<file path="src/rtl/chrisruk_matrix_pkg.sv">
// Shared types and constants for the LED-strip matrix receiver.
// Frame layout, FSM states, pixel record and serpentine decode helper.
package chrisruk_matrix_pkg;

    localparam int START_ZEROS = 32;
    localparam int FRAME_BITS  = 32;
    localparam logic [2:0] HDR = 3'b111;

    localparam int BRIGHT_HI = 28;
    localparam int BRIGHT_LO = 24;
    localparam int B_HI      = 23;
    localparam int B_LO      = 16;
    localparam int G_HI      = 15;
    localparam int G_LO      = 8;
    localparam int R_HI      = 7;
    localparam int R_LO      = 0;

    typedef enum logic [1:0] {
        IDLE,
        SYNC,
        LED,
        GAP
    } state_t;

    typedef struct packed {
        logic [4:0] bright;
        logic [7:0] b;
        logic [7:0] g;
        logic [7:0] r;
        logic [2:0] x;
        logic [2:0] y;
    } pix_t;

    // Even rows run right-to-left on a serpentine strip.
    function automatic pix_t make_pix(
        input logic [28:0] data,
        input int          p,
        input int          mat_w
    );
        int   row;
        int   col;
        pix_t pix;
        row        = p / mat_w;
        col        = p % mat_w;
        pix.bright = data[BRIGHT_HI:BRIGHT_LO];
        pix.b      = data[B_HI:B_LO];
        pix.g      = data[G_HI:G_LO];
        pix.r      = data[R_HI:R_LO];
        pix.y      = 3'(row);
        pix.x      = row[0] ? 3'(col) : 3'(mat_w - 1 - col);
        return pix;
    endfunction

endpackage

</file>
<file path="src/rtl/chrisruk_pix_fifo.sv">
// Show-ahead synchronous FIFO for decoded pixels.
// Ports: i_wr/i_wr_data push, i_rd pop, o_rd_data head, o_full/o_empty status.
module chrisruk_pix_fifo
    import chrisruk_matrix_pkg::*;
#(
    parameter int WIDTH = $bits(pix_t),
    parameter int DEPTH = 4
) (
    input  logic             clk,
    input  logic             reset,
    input  logic             i_wr,
    input  logic [WIDTH-1:0] i_wr_data,
    input  logic             i_rd,
    output logic [WIDTH-1:0] o_rd_data,
    output logic             o_full,
    output logic             o_empty
);
    localparam int AW = $clog2(DEPTH);

    logic [WIDTH-1:0] r_mem [DEPTH];
    logic [AW:0]      r_wr_ptr;
    logic [AW:0]      r_rd_ptr;
    logic             w_rd_ok;
    logic             w_wr_ok;

    assign o_empty   = (r_wr_ptr == r_rd_ptr);
    assign o_full    = (r_wr_ptr[AW] != r_rd_ptr[AW]) &&
                       (r_wr_ptr[AW-1:0] == r_rd_ptr[AW-1:0]);
    assign o_rd_data = r_mem[r_rd_ptr[AW-1:0]];

    // A pop in the same cycle frees the slot a push on a full FIFO needs.
    assign w_rd_ok = i_rd & ~o_empty;
    assign w_wr_ok = i_wr & (~o_full | w_rd_ok);

    always_ff @(posedge clk) begin
        if (w_wr_ok) begin
            r_mem[r_wr_ptr[AW-1:0]] <= i_wr_data;
        end
    end

    always_ff @(posedge clk) begin
        if (reset) begin
            r_wr_ptr <= '0;
            r_rd_ptr <= '0;
        end else begin
            if (w_wr_ok) begin
                r_wr_ptr <= r_wr_ptr + 1'b1;
            end
            if (w_rd_ok) begin
                r_rd_ptr <= r_rd_ptr + 1'b1;
            end
        end
    end

endmodule

</file>
<file path="src/rtl/chrisruk_matrix_rx.sv">
// Receiver for the 2-wire LED-strip link: syncs strip clock/data, frames
// LED words, decodes serpentine x/y and streams pixels out through a FIFO.
// Ports: clk/reset; sclk_in/sdat_in strip wires; pix_* valid/ready stream;
// frame_done pulse; hdr_err and ovf sticky flags.
module chrisruk_matrix_rx
    import chrisruk_matrix_pkg::*;
#(
    parameter int MAT_W        = 8,
    parameter int MAX_PIXELS   = 64,
    parameter int FIFO_DEPTH   = 4,
    parameter int IDLE_TIMEOUT = 4095
) (
    input  logic       clk,
    input  logic       reset,
    input  logic       sclk_in,
    input  logic       sdat_in,
    output logic       pix_valid,
    input  logic       pix_ready,
    output logic [4:0] pix_bright,
    output logic [7:0] pix_b,
    output logic [7:0] pix_g,
    output logic [7:0] pix_r,
    output logic [2:0] pix_x,
    output logic [2:0] pix_y,
    output logic       frame_done,
    output logic       hdr_err,
    output logic       ovf
);
    localparam int CW = 6;
    localparam int PW = $clog2(MAX_PIXELS + 1);
    localparam int TW = $clog2(IDLE_TIMEOUT + 1);
    localparam logic [CW-1:0] ZLAST = CW'(START_ZEROS - 1);
    localparam logic [CW-1:0] BLAST = CW'(FRAME_BITS - 1);

    logic                  r_sclk_meta;
    logic                  r_sclk_sync;
    logic                  r_sclk_prev;
    logic                  r_sdat_meta;
    logic                  r_sdat_sync;
    state_t                r_state;
    logic [CW-1:0]         r_zcnt;
    logic [CW-1:0]         r_bcnt;
    logic [FRAME_BITS-2:0] r_shift;
    logic [PW-1:0]         r_pidx;
    logic [TW-1:0]         r_idle_cnt;
    logic                  r_done;
    logic                  r_hdr_err;
    logic                  r_ovf;

    logic                  w_fall;
    logic                  w_bit;
    logic                  w_tmo;
    logic [FRAME_BITS-1:0] w_word;
    state_t                w_state_nxt;
    logic [CW-1:0]         w_zcnt_nxt;
    logic [CW-1:0]         w_bcnt_nxt;
    logic [FRAME_BITS-2:0] w_shift_nxt;
    logic [PW-1:0]         w_pidx_nxt;
    logic                  w_frame_ok;
    logic                  w_hdr_bad;
    logic                  w_done;
    logic                  w_room;
    logic                  w_full;
    logic                  w_empty;
    logic                  w_valid;
    logic                  w_pop;
    logic                  w_wr;
    logic                  w_ovf_set;
    pix_t                  w_pix;
    pix_t                  w_head;
    logic [$bits(pix_t)-1:0] w_rd_data;

    // Transmitter updates data on the rise, so sample on the synced fall.
    assign w_fall = r_sclk_prev & ~r_sclk_sync;
    assign w_bit  = r_sdat_sync;
    assign w_tmo  = ~w_fall && (r_idle_cnt == TW'(IDLE_TIMEOUT));
    assign w_word = {r_shift, w_bit};

    always_comb begin
        w_state_nxt = r_state;
        w_zcnt_nxt  = r_zcnt;
        w_bcnt_nxt  = r_bcnt;
        w_shift_nxt = r_shift;
        w_pidx_nxt  = r_pidx;
        w_frame_ok  = 1'b0;
        w_hdr_bad   = 1'b0;
        w_done      = 1'b0;
        if (w_tmo) begin
            w_state_nxt = IDLE;
            w_zcnt_nxt  = '0;
            w_bcnt_nxt  = '0;
        end else if (w_fall) begin
            unique case (r_state)
                IDLE: begin
                    if (w_bit) begin
                        w_zcnt_nxt = '0;
                    end else if (r_zcnt == ZLAST) begin
                        w_state_nxt = SYNC;
                        w_zcnt_nxt  = '0;
                        w_pidx_nxt  = '0;
                    end else begin
                        w_zcnt_nxt = r_zcnt + 1'b1;
                    end
                end
                SYNC: begin
                    if (w_bit) begin
                        w_state_nxt = LED;
                        w_bcnt_nxt  = CW'(1);
                        w_shift_nxt = (FRAME_BITS-1)'(1);
                    end
                end
                LED: begin
                    w_shift_nxt = w_word[FRAME_BITS-2:0];
                    w_bcnt_nxt  = r_bcnt + 1'b1;
                    if (r_bcnt == BLAST) begin
                        w_bcnt_nxt = '0;
                        w_zcnt_nxt = '0;
                        if (w_word[FRAME_BITS-1 -: 3] == HDR) begin
                            w_frame_ok  = 1'b1;
                            w_state_nxt = GAP;
                            if (r_pidx != PW'(MAX_PIXELS)) begin
                                w_pidx_nxt = r_pidx + 1'b1;
                            end
                        end else begin
                            w_hdr_bad   = 1'b1;
                            w_state_nxt = IDLE;
                        end
                    end
                end
                GAP: begin
                    if (w_bit) begin
                        w_state_nxt = LED;
                        w_bcnt_nxt  = CW'(1);
                        w_shift_nxt = (FRAME_BITS-1)'(1);
                        w_zcnt_nxt  = '0;
                    end else if (r_zcnt == ZLAST) begin
                        w_done      = 1'b1;
                        w_state_nxt = SYNC;
                        w_zcnt_nxt  = '0;
                        w_pidx_nxt  = '0;
                    end else begin
                        w_zcnt_nxt = r_zcnt + 1'b1;
                    end
                end
                default: begin
                    w_state_nxt = IDLE;
                end
            endcase
        end
    end

    assign w_pix     = make_pix(w_word[28:0], int'(r_pidx), MAT_W);
    assign w_room    = (r_pidx < PW'(MAX_PIXELS));
    assign w_valid   = ~w_empty;
    assign w_pop     = w_valid & pix_ready;
    assign w_wr      = w_frame_ok & w_room & (~w_full | w_pop);
    assign w_ovf_set = w_frame_ok & w_room & w_full & ~w_pop;

    always_ff @(posedge clk) begin
        if (reset) begin
            r_sclk_meta <= 1'b0;
            r_sclk_sync <= 1'b0;
            r_sclk_prev <= 1'b0;
            r_sdat_meta <= 1'b0;
            r_sdat_sync <= 1'b0;
            r_state     <= IDLE;
            r_zcnt      <= '0;
            r_bcnt      <= '0;
            r_shift     <= '0;
            r_pidx      <= '0;
            r_idle_cnt  <= '0;
            r_done      <= 1'b0;
            r_hdr_err   <= 1'b0;
            r_ovf       <= 1'b0;
        end else begin
            r_sclk_meta <= sclk_in;
            r_sclk_sync <= r_sclk_meta;
            r_sclk_prev <= r_sclk_sync;
            r_sdat_meta <= sdat_in;
            r_sdat_sync <= r_sdat_meta;
            r_state     <= w_state_nxt;
            r_zcnt      <= w_zcnt_nxt;
            r_bcnt      <= w_bcnt_nxt;
            r_shift     <= w_shift_nxt;
            r_pidx      <= w_pidx_nxt;
            r_done      <= w_done;
            if (w_fall) begin
                r_idle_cnt <= '0;
            end else if (r_idle_cnt != TW'(IDLE_TIMEOUT)) begin
                r_idle_cnt <= r_idle_cnt + 1'b1;
            end
            if (w_hdr_bad) begin
                r_hdr_err <= 1'b1;
            end
            if (w_ovf_set) begin
                r_ovf <= 1'b1;
            end
        end
    end

    chrisruk_pix_fifo #(
        .WIDTH ($bits(pix_t)),
        .DEPTH (FIFO_DEPTH)
    ) u_fifo (
        .clk       (clk),
        .reset     (reset),
        .i_wr      (w_wr),
        .i_wr_data (w_pix),
        .i_rd      (pix_ready),
        .o_rd_data (w_rd_data),
        .o_full    (w_full),
        .o_empty   (w_empty)
    );

    // Head is masked so the stream reads all-zero when nothing is queued.
    assign w_head     = w_valid ? pix_t'(w_rd_data) : '0;
    assign pix_valid  = w_valid;
    assign pix_bright = w_head.bright;
    assign pix_b      = w_head.b;
    assign pix_g      = w_head.g;
    assign pix_r      = w_head.r;
    assign pix_x      = w_head.x;
    assign pix_y      = w_head.y;
    assign frame_done = r_done;
    assign hdr_err    = r_hdr_err;
    assign ovf        = r_ovf;

endmodule

</file>
<file path="config.mk">
export PLATFORM = sky130hd
export DESIGN_NAME = chrisruk_matrix_rx
export DESIGN_NICKNAME = d
export VERILOG_FILES = /design/src/rtl/chrisruk_matrix_pkg.sv /design/src/rtl/chrisruk_pix_fifo.sv /design/src/rtl/chrisruk_matrix_rx.sv
export SDC_FILE = /design/constraint.sdc
export NUM_CORES = 1
export LEC_CHECK = 0
export CORE_MARGIN = 4
export CORE_UTILIZATION = 60
export CTS_CLUSTER_DIAMETER = 80
export CTS_CLUSTER_SIZE = 8
export DETAILED_ROUTE_END_ITERATION = 10
export GPL_TIMING_DRIVEN = 0
export PLACE_DENSITY_LB_ADDON = 0.15
export SLEW_MARGIN = 20
export SYNTH_ARGS = -nofsm -noshare
export SYNTH_HDL_FRONTEND = slang
export SYNTH_SLANG_ARGS = --single-unit
export TNS_END_PERCENT = 100
</file>
<file path="constraint.sdc">
create_clock -name clk -period 3.8 [get_ports clk]
set_clock_uncertainty 0.15 [all_clocks]
set_input_delay 1.14 -clock clk [delete_from_list [all_inputs] [get_ports clk]]
set_output_delay 1.14 -clock clk [all_outputs]
set_load 0.005 [all_outputs]
</file>
=== Word-level counts from Yosys, hierarchy flattened ===
Memory sizes are Yosys's and may differ from the RTL's. A register that Yosys moved wholly into a read port is not among the register bits.
Cells that the tools add are included.

* Add/subtract/negate cells: 7
* $lt $le $gt $ge: 1
* Eq/ne operators: 20
* Multiplexer cells: 39
* Bitwise operators: 15
* Reductions and logical operators: 15

{| class="wikitable"
|+ Operators by type and width
! operator !! number
|-
| $pmux W31 S2 || 1
|-
| $mux W35 || 1
|-
| $mux W7 || 5
|-
| $mux W31 || 1
|-
| $mux W6 || 5
|-
| $pmux W6 S2 || 2
|-
| $mux W2 || 8
|-
| $pmux W7 S2 || 1
|-
| $mux W1 || 13
|-
| $add A12 B1 Y12 const B || 1
|-
| $add A6 B1 Y6 const B || 2
|-
| $eq A12 B12 Y1 const B || 1
|-
| $eq A6 B5 Y1 const B || 2
|-
| $ne A12 B12 Y1 const B || 1
|-
| $ne A2 B2 Y1 const B || 6
|-
| $pmux W2 S4 || 1
|-
| $reduce_and A4 Y1 || 2
|-
| $reduce_and A8 Y1 || 1
|-
| $reduce_or A2 Y1 || 4
|-
| $add A7 B1 Y7 const B || 1
|-
| $and A1 B1 Y1 || 7
|-
| $lt A7 B7 Y1 const B || 1
|-
| $ne A7 B7 Y1 const B || 1
|-
| $not A1 Y1 || 7
|-
| 16 further kinds || 22
|}

* Register bits: 78
* Bits in writable memories: 140
* Output and inout bits: 39
* Memories kept: 1

{| class="wikitable"
|+ Memory list
! memory !! depth !! bits a word !! rd ports !! clocked after memory_dff !! write ports !! RTL line !! text
|-
| u_fifo.r_mem || 4 || 35 || 1 || 1 || 1 || chrisruk_pix_fifo.sv:20 || <nowiki>logic [WIDTH-1:0] r_mem [DEPTH];</nowiki>
|}

=== Logic depth before layout (Yosys ltp) ===
* Depth in word-level cells: 11
* Gate-level depth with buffers: 8
* Gate-level depth less buffers: 6

=== Cells and area by module ===
Synthesis repeated with hierarchy kept, for this count alone.

* Cell total of the unflattened synthesis: 646
* Area, all modules: 9148.8 um2

{| class="wikitable"
|+ Modules (own cells, without submodules)
! module !! instances !! cells an instance !! area an instance (um2) !! seq. area each (um2)
|-
| chrisruk_pix_fifo || 1 || 238 || 5579.1 || 4364.2
|-
| chrisruk_matrix_rx || 1 || 408 || 3569.7 || 1441.4
|}

=== Worst setup path before layout ===
OpenSTA, ideal clock, no wires.

* Path type: register to register
* Start: register r_state[0]
* End: register u_fifo.r_wr_ptr[2]
* Arrival: 2.757 ns
* Slack: 0.770 ns
* Stages on the path, launching flop included: 8
* Buffers on the path: 1
* Path through: dfxtp_1 -> inv_1 -> ha_1 -> buf_2 -> nand4_1 -> or4_4 -> nor3b_4 -> mux2_1

* Cells in the longest elaborated chain, start to end: 7

{| class="wikitable"
|+ Ends and longest elaborated chain
! what !! RTL line !! text
|-
| start, declared || chrisruk_matrix_rx.sv:40 || <nowiki>state_t r_state;</nowiki>
|-
| start signal, assigned || chrisruk_matrix_rx.sv:181 || <nowiki>r_state <= w_state_nxt;</nowiki>
|-
| $eq A2 B2 Y1 || chrisruk_matrix_rx.sv:93 || <nowiki>unique case (r_state)</nowiki>
|-
| $mux W1 || chrisruk_matrix_rx.sv:93 ||
|-
| $mux W1 || chrisruk_matrix_rx.sv:92 || <nowiki>end else if (w_fall) begin</nowiki>
|-
| $mux W1 || chrisruk_matrix_rx.sv:88 || <nowiki>if (w_tmo) begin</nowiki>
|-
| $and A1 B1 Y1 (2 in a row) || chrisruk_matrix_rx.sv:156 || <nowiki>assign w_wr = w_frame_ok & w_room & (~w_full | w_pop);</nowiki>
|-
| $and A1 B1 Y1 || chrisruk_pix_fifo.sv:33 || <nowiki>assign w_wr_ok = i_wr & (~o_full | w_rd_ok);</nowiki>
|-
| end signal, assigned || chrisruk_pix_fifo.sv:47 || <nowiki>r_wr_ptr <= r_wr_ptr + 1'b1;</nowiki>
|-
| end, declared || chrisruk_pix_fifo.sv:21 || <nowiki>logic [AW:0] r_wr_ptr;</nowiki>
|}

No other way between the ends.
A chain may end at the register's enable or synchronous reset.

==> results_dict.tcl <==
set metrics [dict create \
    hold_class "register to register" \
    yosysWarnings 0 \
    antenna_left 0 \
    ys_async_sr_fraction_pct 0 \
    max_freq_mhz 270.2 \
    drive_gt1_share_pct 15.77 \
    syn2layout_area_growth_pct 18.98 \
    die_h_um 130.9 \
    whs_path_depth 1 \
    clkPwrFrac_pct 49.2 \
    grt_max_degree 26 \
    cts_sinks 220 \
    slew_violations 0 \
    cts_root_buffer "clkbuf_16" \
    ys_types 70 \
    grt_pass1_vias 5830 \
    crit_type "register to output pin" \
    clk_path_buf_depth 3 \
    n_fill_cell 899 \
    power_frac_seq_pct 49.8 \
    io_pins 44 \
    holdBufCountCts 0 \
    cap_violations 0 \
    reg2regPathDepth 8 \
    fin_cells 926 \
    syn_nets 658 \
    cts.clk_slew.worst_paths_ns 0.05 \
    wl_per_cell_um 20.08 \
    cp.arrival_ns 2.41 \
    ir_drop_mv 0.3863 \
    switching_power_mw 0.9583 \
    overflow 0 \
    r2r_slack_ns 0.67 \
    min_to "r_sclk_sync$_SDFF_PP0_" \
    path_cells "clkbuf_2, mux4_2, nor2b_1, clkdlybuf4s50_1" \
    rsz0062_at_grt "true" \
    syn_inst 637 \
    r2r_start "r_state[0]$_SDFFE_PP0P_" \
    relSlewSlack_pct 55.18 \
    die_area_um2 17130 \
    coreArea_um2 14640 \
    layout_common_cells "edfxtp_1 (140), dfxtp_1 (80), nor2_1 (57)" \
    holdCritStartpoint "r_sclk_meta$_SDFF_PP0_" \
    cts_buffers 31 \
    netlist_area_um2 9057 \
    drt_iter0_drc 420 \
    cp_slowest_stage_delay_ns 0.52 \
    internal-power_mw 4.116 \
    gp_congestion 0.8893 \
    fin_crit_sh_pct 97.38 \
    synth_area_per_cell_um2 14.22 \
    grt_pass1_wl_um 30020 \
    synth-edff-count 140 \
    final_core_util_pct 73.59 \
    nNetsFinal 740 \
    die_w_um 130.9 \
    crit_buf_inv 2 \
    critical_path_required_ns 2.51 \
    p_per_area_nw_per_um2 470.9 \
    sw_frac_of_total_pct 18.89 \
    num_vias 5704 \
    path_delay_family "buffers and inverters" \
    antenna_found_initial 0 \
    status "complete, no violations" \
    combPwrFrac_pct 0.9 \
    worst_path_max_delay_cell "dfxtp_1" \
    holdWs_ns 0.2869 \
    total_power_mw 5.074 \
    h-tree-depth 1 \
    cellLeakagePower_nw 3.487 \
    setup.worst_path.end_class "output pin" \
    fin_crit_ns 3.701 \
    dpl.cell_count 870 \
    ys.flop_type "edfxtp_1" \
    antennaDiodeCount 0 \
    rr_endpoint "u_fifo.r_mem[2][19]$_DFFE_PP_" \
    grt_usage_pct 22.31 \
    clkLatencyLatePin_ns 0.52 \
    fp-row-count 44 \
    drc 0 \
    start_kind "register" \
    dp_hpwl_um 11760 \
    setup_viol 0 \
    placement.io_buffers 43 \
    avgViaCountPerCell 6.160 \
    hold_viol 0 \
    wl_um 18600 \
    synth-seq-cells 220 \
    drt-pass1-iter-count 6 \
    start_util_pct 61.85 \
    crit_path_max_fanout 10 \
    cts_tree "done" \
    tightest_slew_ns 0.6722 \
    synth_seq_area_share_pct 64.10 \
    layout_commonest_cell "edfxtp_1" \
]
power by group through the flow:
stage / clock (mW) / sequential [mW] / combinational, mW
after floorplan: 0 / 2.57 / 0.0301
after global placement: 0 / 2.57 / 0.0445
after detailed placement: 0 / 2.57 / 0.0471
after CTS: 2.54 / 2.53 / 0.0472
after global routing: 2.65 / 2.53 / 0.0524
final: 2.50 / 2.53 / 0.0472
layout make-up:
| class | instances | area (µm²) | area share [%] |
|---|---|---|---|
| buffer | 32 | 163.9 | 1.521 |
| clock buffer | 55 | 865.8 | 8.034 |
| clock inverter | 1 | 30.03 | 0.2786 |
| inverter | 13 | 48.80 | 0.4528 |
| multi-input combinational | 371 | 3089 | 28.67 |
| sequential | 220 | 5806 | 53.87 |
| tap | 184 | 230.2 | 2.136 |
| timing repair buffer | 50 | 543.0 | 5.039 |
synthesized netlist by cell type (all sizes together), types with 2 or more instances:
cell | n | area [µm²]
nand3b | 2 | 15.01
nand4b | 3 | 26.28
and2 | 3 | 18.77
o22ai | 2 | 12.51
nand4bb | 2 | 38.79
or4 | 9 | 75.07
buf | 13 | 63.81
and3 | 5 | 31.28
a31oi | 7 | 43.79
nor3b | 2 | 26.28
nand4 | 8 | 50.05
o31ai | 4 | 30.03
or3b | 2 | 17.52
dfxtp | 80 | 1602
xnor2 | 4 | 35.03
nor4 | 4 | 40.04
or4b | 5 | 50.05
mux2i | 8 | 80.08
nor4b | 2 | 38.78
a22oi | 30 | 225.2
mux4 | 35 | 788.3
nand2 | 23 | 86.33
inv | 12 | 45.04
clkbuf | 20 | 75.07
o41ai | 3 | 33.79
or2 | 2 | 12.51
and2b | 2 | 16.27
o21ai | 11 | 55.05
xor2 | 6 | 52.55
ha | 16 | 200.2
nand3 | 14 | 70.07
a21oi | 20 | 103.9
o221ai | 4 | 35.03
nor2b | 43 | 269.0
nor3 | 9 | 55.05
nor2 | 58 | 225.2
a211oi | 2 | 15.01
or3 | 2 | 12.51
mux2 | 3 | 33.78
nand2b | 3 | 21.27
edfxtp | 140 | 4204
worst max-delay path by stage:
| stage | from | to | slack [ns] | cells after the start |
|---|---|---|---|---|
| after floorplan | r_state[0]$_SDFFE_PP0P_ | u_fifo.r_wr_ptr[2]$_SDFFE_PP0P_ | 0.77 | 7 |
| final | register | pix_r[6] | 0.1 | 4 |
| after global placement | pix_ready | u_fifo.r_wr_ptr[2]$_SDFFE_PP0P_ | -0.38 | 4 |
| after CTS | u_fifo.r_wr_ptr[0]$_SDFFE_PP0P_ | pix_bright[2] | 0.01 | 5 |
| after global routing | register | pix_g[6] | -0.03 | 5 |
| after detailed placement | u_fifo.r_wr_ptr[1]$_SDFFE_PP0P_ | pix_bright[2] | -0.003 | 5 |
metrics by stage:
stage	setup WS, ns	setup TNS (ns)	instance area, µm²
2_1_floorplan	0.7698	0	9057
3_3_place_gp	-0.3775	-38.43	9718
3_5_place_dp	-0.002625	-0.002625	9827
4_1_cts	0.01182	0	10770
5_1_grt	-0.02686	-0.1516	10780
6_report	0.09947	0	10780
cells by family (layout without fill, tap and decap cells):
family	after synthesis	in the layout	share of synthesized area, %
muxes	46	46	9.960
buffers and inverters	46	151	2.072
DFF	220	220	64.10
xor gates and xnor gates	10	10	0.9669
and+or+nand+nor	205	205	13.41
adders and majority gates	16	16	2.210
AOI/OAI and AO/OA	94	94	7.280
routing by layer:
metal  vias to the layer above  GRT usage, %  wire length [µm]
met3                        37         3.049               828
met5                         -             0                 0
li1                       2625             -                 -
met1                      2865         28.28              7576
met2                       177         39.75              9764
met4                         0         7.441               427
sequential cells by signal, summed over array words and instances (netlist names), 2 cells and up, named ones only:
register,cells
u_fifo.r_wr_ptr,3
r_bcnt,6
r_shift,31
r_pidx,7
r_zcnt,6
u_fifo.r_mem,140
r_idle_cnt,12
u_fifo.r_rd_ptr,3
r_state,2
timing repair:
item                       in CTS  in global routing
pin swaps                       1                  1
resized for setup              14                  9
setup endpoints to repair      36                 30
buffers inserted                1                  0
No activity file was read; power rests on OpenSTA's default activity.
